File: src/rtl/spart_mmio_responder_if.sv
// Data-side memory bus between an initiator and the SPART MMIO responder.
// The initiator holds address, direction and write data with valid until it sees ready.
interface spart_mmio_responder_if;
    logic [27:0] mem_data_addr;
    logic        mem_rw;
    logic        mem_valid;
    logic [31:0] mem_data_wr;
    logic [31:0] mem_data_rd;
    logic        mem_ready;

    modport master (
        output mem_data_addr,
        output mem_rw,
        output mem_valid,
        output mem_data_wr,
        input  mem_data_rd,
        input  mem_ready
    );

    modport slave (
        input  mem_data_addr,
        input  mem_rw,
        input  mem_valid,
        input  mem_data_wr,
        output mem_data_rd,
        output mem_ready
    );
endinterface

File: src/rtl/spart_mmio_responder.sv
// MMIO responder for the SPART core: DATA/STATUS registers backed by RX and TX FIFOs.
// Every bus command gets exactly one ready pulse, including commands to unmapped addresses.
module spart_mmio_responder #(
    parameter logic [27:0] BASE_ADDR = 28'h8000000,
    parameter int          RX_DEPTH  = 16,
    parameter int          TX_DEPTH  = 16
) (
    input  logic                         clk,
    input  logic                         rst,
    spart_mmio_responder_if.slave        bus,
    input  logic [7:0]                   rx_data,
    input  logic                         rx_valid,
    output logic [7:0]                   tx_data,
    output logic                         tx_valid,
    input  logic                         tx_ready
);

    localparam int RX_AW = $clog2(RX_DEPTH);
    localparam int RX_CW = RX_AW + 1;
    localparam int TX_AW = $clog2(TX_DEPTH);
    localparam int TX_CW = TX_AW + 1;
    localparam logic [27:0]      STATUS_ADDR = BASE_ADDR + 28'd1;
    localparam logic [RX_CW-1:0] RX_FULL_CNT = RX_CW'(RX_DEPTH);
    localparam logic [TX_CW-1:0] TX_FULL_CNT = TX_CW'(TX_DEPTH);

    typedef enum logic [1:0] {
        IDLE,
        RESP,
        WAIT
    } state_t;

    state_t state;
    state_t state_next;
    logic        ready_next;
    logic [31:0] rd_next;

    logic [7:0]       rx_mem [RX_DEPTH];
    logic [RX_AW-1:0] rx_wr_ptr;
    logic [RX_AW-1:0] rx_rd_ptr;
    logic [RX_CW-1:0] rx_count;
    logic [7:0]       tx_mem [TX_DEPTH];
    logic [TX_AW-1:0] tx_wr_ptr;
    logic [TX_AW-1:0] tx_rd_ptr;
    logic [TX_CW-1:0] tx_count;

    logic rx_overflow;
    logic tx_overflow;
    logic rx_underflow;

    logic accept;
    logic hit_data;
    logic hit_status;
    logic data_rd;
    logic data_wr;
    logic status_rd;
    logic status_wr;
    logic rx_empty;
    logic rx_full;
    logic tx_empty;
    logic tx_full;
    logic rx_pop;
    logic rx_push;
    logic tx_pop;
    logic tx_push;
    logic rx_ovf_set;
    logic rx_udf_set;
    logic tx_ovf_set;
    logic clr_rxo;
    logic clr_txo;
    logic clr_udf;
    logic [7:0]  rx_count8;
    logic [31:0] status_word;
    logic        unused_wr_bits;

    // A command is taken only from IDLE, so a held valid is never accepted twice.
    assign accept     = (state == IDLE) && bus.mem_valid;
    assign hit_data   = (bus.mem_data_addr == BASE_ADDR);
    assign hit_status = (bus.mem_data_addr == STATUS_ADDR);
    assign data_rd    = accept && hit_data && !bus.mem_rw;
    assign data_wr    = accept && hit_data && bus.mem_rw;
    assign status_rd  = accept && hit_status && !bus.mem_rw;
    assign status_wr  = accept && hit_status && bus.mem_rw;

    assign rx_empty = (rx_count == '0);
    assign rx_full  = (rx_count == RX_FULL_CNT);
    assign tx_empty = (tx_count == '0);
    assign tx_full  = (tx_count == TX_FULL_CNT);

    // A same-cycle pop frees the slot a push into a full FIFO needs.
    assign rx_pop     = data_rd && !rx_empty;
    assign rx_push    = rx_valid && (!rx_full || rx_pop);
    assign rx_ovf_set = rx_valid && rx_full && !rx_pop;
    assign rx_udf_set = data_rd && rx_empty;
    assign tx_pop     = tx_valid && tx_ready;
    assign tx_push    = data_wr && (!tx_full || tx_pop);
    assign tx_ovf_set = data_wr && tx_full && !tx_pop;

    assign clr_rxo = status_wr && bus.mem_data_wr[2];
    assign clr_txo = status_wr && bus.mem_data_wr[3];
    assign clr_udf = status_wr && bus.mem_data_wr[4];
    assign unused_wr_bits = ^bus.mem_data_wr[31:8];

    assign rx_count8   = 8'(rx_count);
    assign status_word = {16'h0000, rx_count8, 3'b000, rx_underflow, tx_overflow,
                          rx_overflow, !rx_empty, !tx_full};

    assign tx_valid = !tx_empty;
    assign tx_data  = tx_valid ? tx_mem[tx_rd_ptr] : 8'h00;

    always_comb begin
        state_next = state;
        ready_next = 1'b0;
        rd_next    = 32'h0000_0000;
        case (state)
            IDLE: begin
                if (bus.mem_valid) begin
                    ready_next = 1'b1;
                    state_next = RESP;
                    if (rx_pop) begin
                        rd_next = {24'h000000, rx_mem[rx_rd_ptr]};
                    end else if (status_rd) begin
                        rd_next = status_word;
                    end
                end
            end
            RESP: begin
                state_next = bus.mem_valid ? WAIT : IDLE;
            end
            WAIT: begin
                if (!bus.mem_valid) begin
                    state_next = IDLE;
                end
            end
            default: begin
                state_next = IDLE;
            end
        endcase
    end

    always_ff @(posedge clk or negedge rst) begin
        if (!rst) begin
            state           <= IDLE;
            bus.mem_ready   <= 1'b0;
            bus.mem_data_rd <= 32'h0000_0000;
        end else begin
            state           <= state_next;
            bus.mem_ready   <= ready_next;
            bus.mem_data_rd <= rd_next;
        end
    end

    always_ff @(posedge clk or negedge rst) begin
        if (!rst) begin
            rx_wr_ptr <= '0;
            rx_rd_ptr <= '0;
            rx_count  <= '0;
            tx_wr_ptr <= '0;
            tx_rd_ptr <= '0;
            tx_count  <= '0;
        end else begin
            if (rx_push) begin
                rx_wr_ptr <= rx_wr_ptr + RX_AW'(1);
            end
            if (rx_pop) begin
                rx_rd_ptr <= rx_rd_ptr + RX_AW'(1);
            end
            rx_count <= rx_count + RX_CW'(rx_push) - RX_CW'(rx_pop);
            if (tx_push) begin
                tx_wr_ptr <= tx_wr_ptr + TX_AW'(1);
            end
            if (tx_pop) begin
                tx_rd_ptr <= tx_rd_ptr + TX_AW'(1);
            end
            tx_count <= tx_count + TX_CW'(tx_push) - TX_CW'(tx_pop);
        end
    end

    always_ff @(posedge clk) begin
        if (rx_push) begin
            rx_mem[rx_wr_ptr] <= rx_data;
        end
        if (tx_push) begin
            tx_mem[tx_wr_ptr] <= bus.mem_data_wr[7:0];
        end
    end

    // A sticky set in the same cycle as its W1C clear must survive.
    always_ff @(posedge clk or negedge rst) begin
        if (!rst) begin
            rx_overflow  <= 1'b0;
            tx_overflow  <= 1'b0;
            rx_underflow <= 1'b0;
        end else begin
            rx_overflow  <= rx_ovf_set || (rx_overflow && !clr_rxo);
            tx_overflow  <= tx_ovf_set || (tx_overflow && !clr_txo);
            rx_underflow <= rx_udf_set || (rx_underflow && !clr_udf);
        end
    end

endmodule

File: src/flat_wrapper.sv
// flat-port wrapper written by rule: the top's interface ports become plain ports
module spart_mmio_responder_flat 
#(
    parameter logic [27:0] BASE_ADDR = 28'h8000000,
    parameter int          RX_DEPTH  = 16,
    parameter int          TX_DEPTH  = 16
)
  (clk, rst, rx_data, rx_valid, tx_data, tx_valid, tx_ready, bus_mem_data_addr, bus_mem_rw, bus_mem_valid, bus_mem_data_wr, bus_mem_data_rd, bus_mem_ready);
  spart_mmio_responder_if bus_i ();
  input  logic clk;
  input  logic rst;
  input  logic [7:0] rx_data;
  input  logic rx_valid;
  output logic [7:0] tx_data;
  output logic tx_valid;
  input  logic tx_ready;
  input wire logic [$bits(bus_i.mem_data_addr)-1:0] bus_mem_data_addr;
  input wire logic [$bits(bus_i.mem_rw)-1:0] bus_mem_rw;
  input wire logic [$bits(bus_i.mem_valid)-1:0] bus_mem_valid;
  input wire logic [$bits(bus_i.mem_data_wr)-1:0] bus_mem_data_wr;
  output wire logic [$bits(bus_i.mem_data_rd)-1:0] bus_mem_data_rd;
  output wire logic [$bits(bus_i.mem_ready)-1:0] bus_mem_ready;
  assign bus_i.mem_data_addr = bus_mem_data_addr;
  assign bus_i.mem_rw = bus_mem_rw;
  assign bus_i.mem_valid = bus_mem_valid;
  assign bus_i.mem_data_wr = bus_mem_data_wr;
  assign bus_mem_data_rd = bus_i.mem_data_rd;
  assign bus_mem_ready = bus_i.mem_ready;
  spart_mmio_responder #(.BASE_ADDR(BASE_ADDR), .RX_DEPTH(RX_DEPTH), .TX_DEPTH(TX_DEPTH)) u_core (.clk(clk), .rst(rst), .bus(bus_i), .rx_data(rx_data), .rx_valid(rx_valid), .tx_data(tx_data), .tx_valid(tx_valid), .tx_ready(tx_ready));
endmodule
File: config.mk
export PLATFORM = sky130hd
export DESIGN_NAME = spart_mmio_responder_flat
export DESIGN_NICKNAME = d
export VERILOG_FILES = /design/src/rtl/spart_mmio_responder_if.sv /design/src/rtl/spart_mmio_responder.sv /design/src/flat_wrapper.sv
export SDC_FILE = /design/constraint.sdc
export NUM_CORES = 1
export LEC_CHECK = 0
export CORE_ASPECT_RATIO = 0.9
export CORE_UTILIZATION = 55
export DETAILED_ROUTE_END_ITERATION = 8
export MAX_ROUTING_LAYER = met4
export PLACE_DENSITY = 0.76
export SKIP_CTS_REPAIR_TIMING = 1
export SYNTH_ARGS = -nofsm -noshare
export SYNTH_HDL_FRONTEND = slang
export SYNTH_SLANG_ARGS = --single-unit
File: constraint.sdc
create_clock -name clk -period 3.4 [get_ports clk]
set_input_delay 0.68 -clock clk [delete_from_list [all_inputs] [get_ports clk]]
set_output_delay 0.68 -clock clk [all_outputs]
set_load 0.05 [all_outputs]
; Word level (Yosys, flattened, before mapping)
; Memory sizes are Yosys's and may differ from the RTL's.
; Cells that the tools add are included.
[totals]
reg_bits = 64
n_memories = 2
output_inout_bits = 42
ram_bits = 256
[memory_table]
columns = memory, depth, width, rd, rd_ports_with_merged_regs, write_ports, line_no
row1 = u_core.rx_mem, 16, 8, 1, 0, 1, spart_mmio_responder.sv:37  ; logic [7:0] rx_mem [RX_DEPTH];
row2 = u_core.tx_mem, 16, 8, 1, 0, 1, spart_mmio_responder.sv:41  ; logic [7:0] tx_mem [TX_DEPTH];
[op_classes]
mux = 15
n_eq_ne = 8
reduce_logical = 41
add_sub_neg = 8
[ops]
columns = cell, count
row1 = two-way mux 32 bit, 3
row2 = "equality test 28 bit, second input constant", 2
row3 = logical AND 1 bit, 22
row4 = "adder 4 x 1 -> 4 bit, second input constant", 4
row5 = two-way mux 13 bit, 1
row6 = adder 5 x 1 -> 5 bit, 2
row7 = "equality test 5 bit, second input constant", 2
row8 = logical NOT 1 bit, 10
row9 = logical NOT 5 bit, 2
row10 = subtractor 5 x 1 -> 5 bit, 2
row11 = two-way mux 8 bit, 1
row12 = two-way mux 1 bit, 6
row13 = two-way mux 2 bit, 3
row14 = one-hot mux 2 bit (3 select lines), 1
row15 = logical OR 1 bit, 5
row16 = "!= test 2 bit, second input constant", 2
row17 = "equality test 2 x 1 -> 1 bit, second input constant", 1
row18 = "equality test 2 bit, second input constant", 1
row19 = logical NOT 2 bit, 1
row20 = AND reduction 2 bit, 1

; Depth between registers and ports, before layout
[depth]
word_depth = 9
depth_mapped = 15
mapped_depth_nobuf = 13

; Least setup slack after synthesis
; Ideal clock, no wire load.
[synth_path]
path_kind = input to register
startpoint = input bus_mem_data_addr[13]
endpoint = register u_core.tx_count[4]
stages = 13
arrival_ps = 3033
required_time_ps = 3320
path_slack_ps = 287
setup_ps = 80
path_cell_list = nor4_4 > nand4_4 > or4_1 > buf_2 > buf_6 > inv_1 > ha_1 > inv_1 > fa_1 > inv_1 > a21oi_1 > o21bai_1 > xnor2_1
[synth_between]
elab_chain_cells = 6
[synth_rtl]
columns = item, line_no
row1 = from (decl), flat_wrapper.sv:17  ; input wire logic [$bits(bus_i.mem_data_addr)-1:0] bus_mem_data_addr;
row2 = equality test 28 bit, spart_mmio_responder.sv:77  ; assign hit_data = (bus.mem_data_addr == BASE_ADDR);
row3 = logical AND 1 bit (2 in series), spart_mmio_responder.sv:80  ; assign data_wr = accept && hit_data && bus.mem_rw;
row4 = logical AND 1 bit, spart_mmio_responder.sv:95  ; assign tx_push = data_wr && (!tx_full || tx_pop);
row5 = net u_core.tx_push, spart_mmio_responder.sv:64  ; logic tx_push;
row6 = adder 5 x 1 -> 5 bit, spart_mmio_responder.sv:174  ; tx_count <= tx_count + TX_CW'(tx_push) - TX_CW'(tx_pop);
row7 = subtractor 5 x 1 -> 5 bit, spart_mmio_responder.sv:174
row8 = to (signal assigned), spart_mmio_responder.sv:174
row9 = to (decl), spart_mmio_responder.sv:44  ; logic [TX_CW-1:0] tx_count;
; The timed path passes the listed nets, and every way through them passes these cells.
; A chain may end at the register's enable or synchronous reset.

; Worst setup path in the final report
[layout_path]
startpoint = register u_core.tx_rd_ptr[0]
endpoint = output tx_data[5]
[layout_between]
elab_chain_cells = 2
[layout_rtl]
columns = item, line_no
row1 = from (decl), spart_mmio_responder.sv:43  ; logic [TX_AW-1:0] tx_rd_ptr;
row2 = from (signal assigned), spart_mmio_responder.sv:172  ; tx_rd_ptr <= tx_rd_ptr + TX_AW'(1);
row3 = memory read (16 x 8 bit), -
row4 = two-way mux 8 bit, spart_mmio_responder.sv:108  ; assign tx_data = tx_valid ? tx_mem[tx_rd_ptr] : 8'h00;
row5 = to (decl), flat_wrapper.sv:14  ; output logic [7:0] tx_data;
; No other way between the ends.

==> impl_results.md <==
- Fin. Hold Viols: 0
- PwrDens: 686.0 nW/um2
- Start point of the critical path: u_core.tx_rd_ptr[0]
- Ant. Diodes: 0
- Reg2Reg Depth: 13
- Clock Latency Late Sink: 0.53 ns
- I/O Buffers: 72
- Fillers: 1494
- Worst reg2reg endpoint: u_core.rx_count[4]
- Post-placement cell area: 13970 um2
- Die height: 146.1 um
- Reg2reg setup slack: 0.35 ns
- Post-synth EDFFs: 256
- CTS max path bufs: 3
- Area growth syn-to-layout: 17.45%
- Reg-to-Reg Start: u_core.rx_count[3]
- Clk_skew: 0.01013 ns
- Ys async rst share: 14.95%
- Starting density of the core: 56.18%
- Crit-path max FO: 35
- CP endpoint: tx_data[5]
- Fin crit period: 3.301 ns
- #FFs+latches synth: 301
- Final setup vio count: 0
- Period utilization: 97.08%
- Drt drc: 0
- Max Cap Violations: 0
- Placement row count: 52
- Width of the chip: 162.1 um
- CTS tree: built
- Global-route wire length before repair: 39.41 mm
- Clk sinks: 301
- Clock slew at reported path FFs: 0.06 ns
- Final nets: 926
- Syn_area_per_cell: 18.04 um2
- RSZ-0062 raised after global routing: no
- Via Count: 6740
- Post-DP HPWL: 16.80 mm
- CP Data Required Time: 2.72 ns
- Worst slew pin tran: 1.050 ns
- Average wire per cell in the routed design: 22.00 um
- Ys flop type: edfxtp_1
- Routed Antenna Nets: 0
- Share of the yosys chip area belonging to registers: 69.48%
- Post-synthesis cell type count: 58
- Startpoint types: register
- Largest net degree at the start of global routing: 46
- Max Clk Rate: 303.0 MHz
- CTS root buf: clkbuf_16
- Core box area: 22580 um2
- CTS buffer count: 29
- Crit path capture type: output port
- Worst setup margin: 0.09913 ns
- Critical path class: register to output port
- Pwr Total: 10.22 mW
- Global Route Usage Sum: 22.80%
- Initial antenna violation count: 0
- Num ports: 116
- Syn. warnings: 0
- Worst endpoint data arrival time: 2.62 ns
- Setup_tns: 0 ns
- Final instance area: 14900 um2
- Syn Std Cell Area: 12680 um2
- RD Place Congestion: 0.8803
- Slew Limit Headroom: 29.99%
- Share of cells above drive strength 1: 22.03%
- Die area: 23680 um2
- Vias/cell: 5.881
- Total grt overflow: 0
- Largest vdd supply drop: 1.049 mV
- Htree depth: 1
- Status: finished clean
- P_leak: 5.115 nW
- Vias in the first global route: 7004
- Fin util: 65.99%
- Routed WL: 25.21 mm
- Drt pass-1 iters: 5
- Max-slew violation count: 0
- Pre-CTS setup slack: -0.1239 ns
- Violation count after the first detailed-route iteration: 499
- Min-Delay Path Class: primary input to asynchronous set/reset pin
- Cell count after synthesis: 703
logic make-up (layout without fill, tap and decap cells):
group                    count (synthesis)  count (layout)  share of synthesized area [%]
buffers and inverters                   86             214                          3.285
AO/OA/AOI/OAI                           62              62                          3.581
XOR/XNOR                                18              18                          1.243
other                                    1              19                        0.02956
adder cells (fa/ha/maj)                 24              24                          2.486
AND/OR/NAND/NOR                        127             127                          6.727
multiplexers                            84              84                          13.17
flip-flops                             301             301                          69.48
worst max-delay path, stage by stage, from the launching register on:
cell     delay (ns)
dfrtp_2        0.37
buf_12         0.27
mux4_2         0.58
mux4_2         0.49
and2_1         0.17
buf_4          0.18
worst min path at each step:
stage               slack [ns]                         to          startpoint  cells after the start
detailed placement        0.50  u_core.bus.mem_data_rd[2]  u_core.rx_overflow                      1
global route              0.39  u_core.bus.mem_data_rd[8]                 rst                      1
CTS                       0.33         u_core.rx_count[2]                 rst                      1
floorplan                 0.38  u_core.bus.mem_data_rd[0]                 rst                      0
global placement          0.50  u_core.bus.mem_data_rd[2]  u_core.rx_overflow                      1
finish                    0.32  u_core.bus.mem_data_rd[8]                 rst                      1
stage by stage:
step	instances	hold WS, ns
after floorplan	721	0.3844
after global placement	1094	0.4952
after detailed placement	1094	0.4999
after CTS	1146	0.3338
after global routing	1146	0.3852
final	1146	0.3223
where the power goes:
part	total, mW	switching, mW	internal [mW]
sequential	4.50	0.210	4.29
combinational	2.58	1.43	1.15
clock	3.14	1.28	1.86
synth_stat cells (all sizes together) (2+ instances only):
cell type    n  area share [%]
nor2b        4            0.20
a22oi        4            0.24
o221ai       6            0.41
nor4        17             1.6
xnor2        8            0.55
nor3        17            0.71
inv         34             1.0
nor2         8            0.24
a21boi       5            0.30
a21oi        8            0.32
nor3b        4            0.24
nand4        7            0.46
buf         34             1.7
o21ai        3            0.12
ha          22             2.2
nand2b       4            0.20
o31ai        2            0.12
o41ai        2            0.14
a21o         2            0.12
a22o         4            0.28
o22ai        4            0.20
mux2i       15             1.2
nor4b        3            0.33
nand2       23            0.68
edfxtp     256              61
and3         3            0.15
nand3       17            0.81
a211oi      16            0.95
and2        14            0.69
dfrtp       45             8.9
mux2         3            0.27
clkbuf      18            0.53
xor2        10            0.69
o311ai       2            0.14
mux4        66              12
fa           2            0.32
per-layer routing:
| metal | GRT usage (%) | share of wire (%) | vias up |
|---|---|---|---|
| met5 | - | 0 | - |
| met4 | 5.802 | 2.1 | 0 |
| met3 | 2.926 | 5.1 | 43 |
| met2 | 38.63 | 52 | 231 |
| met1 | 29.35 | 41 | 3458 |
| li1 | - | - | 3008 |
state kept, by name, summed over array words and instances, names as in the netlist:
| signal | flops |
|---|---|
| u_core.bus.mem_data_rd | 13 |
| u_core.bus.mem_ready | 1 |
| u_core.rx_count | 5 |
| u_core.rx_mem | 128 |
| u_core.rx_overflow | 1 |
| u_core.rx_rd_ptr | 4 |
| u_core.rx_underflow | 1 |
| u_core.rx_wr_ptr | 4 |
| u_core.state | 2 |
| u_core.tx_count | 5 |
| u_core.tx_mem | 128 |
| u_core.tx_overflow | 1 |
| u_core.tx_rd_ptr | 4 |
| u_core.tx_wr_ptr | 4 |
cell type report:
type,count,area [um2],area share [%]
clock buffer,33,740.7,4.972
clock inverter,19,191.4,1.285
tap,297,371.6,2.494
multi-input combinational,334,3522,23.64
inverter,34,127.6,0.8566
timing repair buffer,128,1129,7.575
sequential,301,8816,59.18
cells in the final DEF (no fill, tap or decap), types with 3 or more instances in the layout:
cell type	synthesis	final
a211oi_1	16	16
a21boi_0	5	5
a21oi_1	8	8
a22o_1	4	4
a22oi_1	4	4
and2_1	14	14
and3_1	3	3
buf_4	20	63
bufinv_16	0	4
clkbuf_1	18	4
clkbuf_16	0	29
clkdlybuf4s50_1	0	63
clkinv_1	0	10
clkinv_2	0	3
conb_1	1	19
dfrtp_1	45	43
edfxtp_1	256	256
ha_1	22	22
inv_1	34	34
mux2i_1	15	15
mux4_2	66	66
nand2_1	23	23
nand2b_1	4	4
nand3_1	15	15
nand4_1	6	6
nor2_1	8	8
nor2b_1	4	4
nor3_1	16	16
nor3b_1	4	4
nor4_1	10	10
nor4_4	6	6
o21ai_0	3	3
o221ai_1	6	6
o22ai_1	4	4
xnor2_1	8	8
xor2_1	10	10
No activity file was read; power rests on OpenSTA's default activity.
==> edit, RTL diff (config.mk and constraints unchanged) <==
`TX_DEPTH` is set to 16 in 2 places; all go to 64.
--- a/src/rtl/spart_mmio_responder.sv
+++ b/src/rtl/spart_mmio_responder.sv
@@ -3,7 +3,7 @@
 module spart_mmio_responder #(
     parameter logic [27:0] BASE_ADDR = 28'h8000000,
     parameter int          RX_DEPTH  = 16,
-    parameter int          TX_DEPTH  = 16
+    parameter int          TX_DEPTH  = 64
 ) (
     input  logic                         clk,
     input  logic                         rst,
--- a/src/flat_wrapper.sv
+++ b/src/flat_wrapper.sv
@@ -3,7 +3,7 @@
 #(
     parameter logic [27:0] BASE_ADDR = 28'h8000000,
     parameter int          RX_DEPTH  = 16,
-    parameter int          TX_DEPTH  = 16
+    parameter int          TX_DEPTH  = 64
 )
   (clk, rst, rx_data, rx_valid, tx_data, tx_valid, tx_ready, bus_mem_data_addr, bus_mem_rw, bus_mem_valid, bus_mem_data_wr, bus_mem_data_rd, bus_mem_ready);
   spart_mmio_responder_if bus_i ();
Function: no difference found for any inputs over 4 cycles, from zero or initial values and one cycle with rst low; that may be too few to reach the edited logic, so the function may still have changed.
==> edit against the unedited design <==
- worst setup slack worse by 290 ps
- sequential share of layout area is 2.3 points higher
- the run now ends with setup timing left
- design area up 120%
- sequential cell count increased by 390
- critical endpoint unchanged
- count of clock-buffer cells in the layout up 56
- die area is 120% higher
- sequential power is 120% higher
- area after synthesis rose by 120%
- worst hold slack got worse by 110 ps
- wire length grew to 2.6 times the old value
- fmax is 8.1% lower
- total power grew to 2.5 times the old value
==> edit: results <==
set metrics [dict create \
    startpoint "u_core.tx_rd_ptr[0]" \
    rrSetupSlack_ps 430 \
    grt_pass1_wl_mm 93.2 \
    r2r_end "u_core.tx_count[6]" \
    synth.distinct_cells 54 \
    synthTopCellsByArea "edfxtp_1 70%, mux4_2 9.2%, mux2i_1 4.7%, dfrtp_1 4.6%, nor2_1 0.98%" \
    arrival_ps 2910 \
    worst_pin_slew_ps 1210 \
    leakage_nw 11.5 \
    failed_checks "setup timing" \
    drtPass1Iterations 6 \
    post_drt_wl_per_cell_um 26.4 \
    hold_slack_ps 212 \
    grt_pass1_vias 15000 \
    drive_above_1_share 0.283 \
    drt-initial-drc-count 1839 \
    status "finished, violations left" \
    grt_max_degree 65 \
    dp_hpwl_mm 39.4 \
    setup_viol 8 \
    synth-seq-area-share 0.744 \
    cts_buffers 69 \
    nNetsFinal 1825 \
    gp_congestion 0.910 \
    avgViaCountPerCell 6.17 \
    worstRegToRegCells 15 \
    rr_startpoint "u_core.tx_count[5]" \
    yosys_warnings 0 \
    hp-class "in2async" \
    h-tree-depth 3 \
    clkLatencyLatePin_ps 600 \
    io_buffer_count 72 \
    fin_ws_ps -193 \
    fin_skew_ps 31.5 \
    crit_path_max_fanout 10 \
    synth_edf_count 640 \
    setup_tns_ps -1050 \
    synth_common_cells "640 x edfxtp_1, 128 x mux2i_1, 112 x mux4_2" \
    async_reset_ff_frac 0.0738 \
    final_max_slew_viol_count 0 \
    reg_top3 "u_core.tx_mem x512, u_core.rx_mem x128, u_core.bus.mem_data_rd x13" \
    vdd.ir_drop.worst_mv 0.614 \
    antenna_cells 0 \
    grt_util_all_layers 0.258 \
]
edit: final cells by class:
| class | instances | area [um2] |
|---|---|---|
| flip-flops and latches | 691 | 20500 |
| fillers | 3012 | 15900 |
| clock buffers | 89 | 1870 |
| multi-input cells | 672 | 6870 |
| well taps | 671 | 840 |
| inverters | 24 | 95.1 |
| repair buffers | 270 | 2890 |
| clock inverters | 29 | 295 |
edit: per-layer routing:
layer  track usage  vias up  wire [um]  share of wire
li1              -     6355          -              -
met1         0.364     7749      25900           0.40
met2         0.388      827      30800           0.48
met3        0.0502      152       6190          0.096
met4        0.0731        0       1790          0.028
met5             -        -          0              0
edit: worst max-delay path by stage:
stage                    endpoint  slack, ps
3_3_place_gp   u_core.tx_count[6]       -290
2_1_floorplan  u_core.tx_count[6]          4
4_1_cts                tx_data[1]       -780
6_report               tx_data[5]       -190
5_1_grt                tx_data[5]       -190
3_5_place_dp   u_core.tx_count[6]       -310
edit: power by group:
part	switching (mW)	leakage, nW	internal [mW]
clock network	3.03	1.06	4.33
logic	4.67	4.01	3.96
registers	0.281	6.41	9.62
total	7.98	11.5	17.9
edit: logic make-up (layout without fill, tap and decap cells):
kind of cell / after synthesis / after routing / synth area share
other: 1 / 19 / 0.000136
flip-flops: 691 / 691 / 0.744
AO/OA/AOI/OAI: 151 / 151 / 0.0375
XOR/XNOR: 27 / 27 / 0.00859
AND/OR/NAND/NOR: 210 / 210 / 0.0378
multiplexers: 242 / 242 / 0.139
buffers and inverters: 121 / 412 / 0.0215
adder cells (fa/ha/maj): 23 / 23 / 0.0110
edit: worst max-delay path, stage by stage (launching register included):
cell	delay, ps
dfrtp_4	470
buf_4	180
buf_16	160
mux4_2	540
a211oi_2	320
o21ai_0	160
a32o_2	330
buf_12	160
edit: metrics by stage:
step | total power, mW | cells | worst slack, ps | instance area (um2)
6_report | 25.9 | 2446 | -193 | 33400
5_1_grt | 26.7 | 2446 | -190 | 33400
3_3_place_gp | 16.9 | 2290 | -291 | 30200
4_1_cts | 24.4 | 2408 | -779 | 32400
2_1_floorplan | 14.3 | 1484 | 3.93 | 27600
3_5_place_dp | 17.1 | 2290 | -307 | 30200
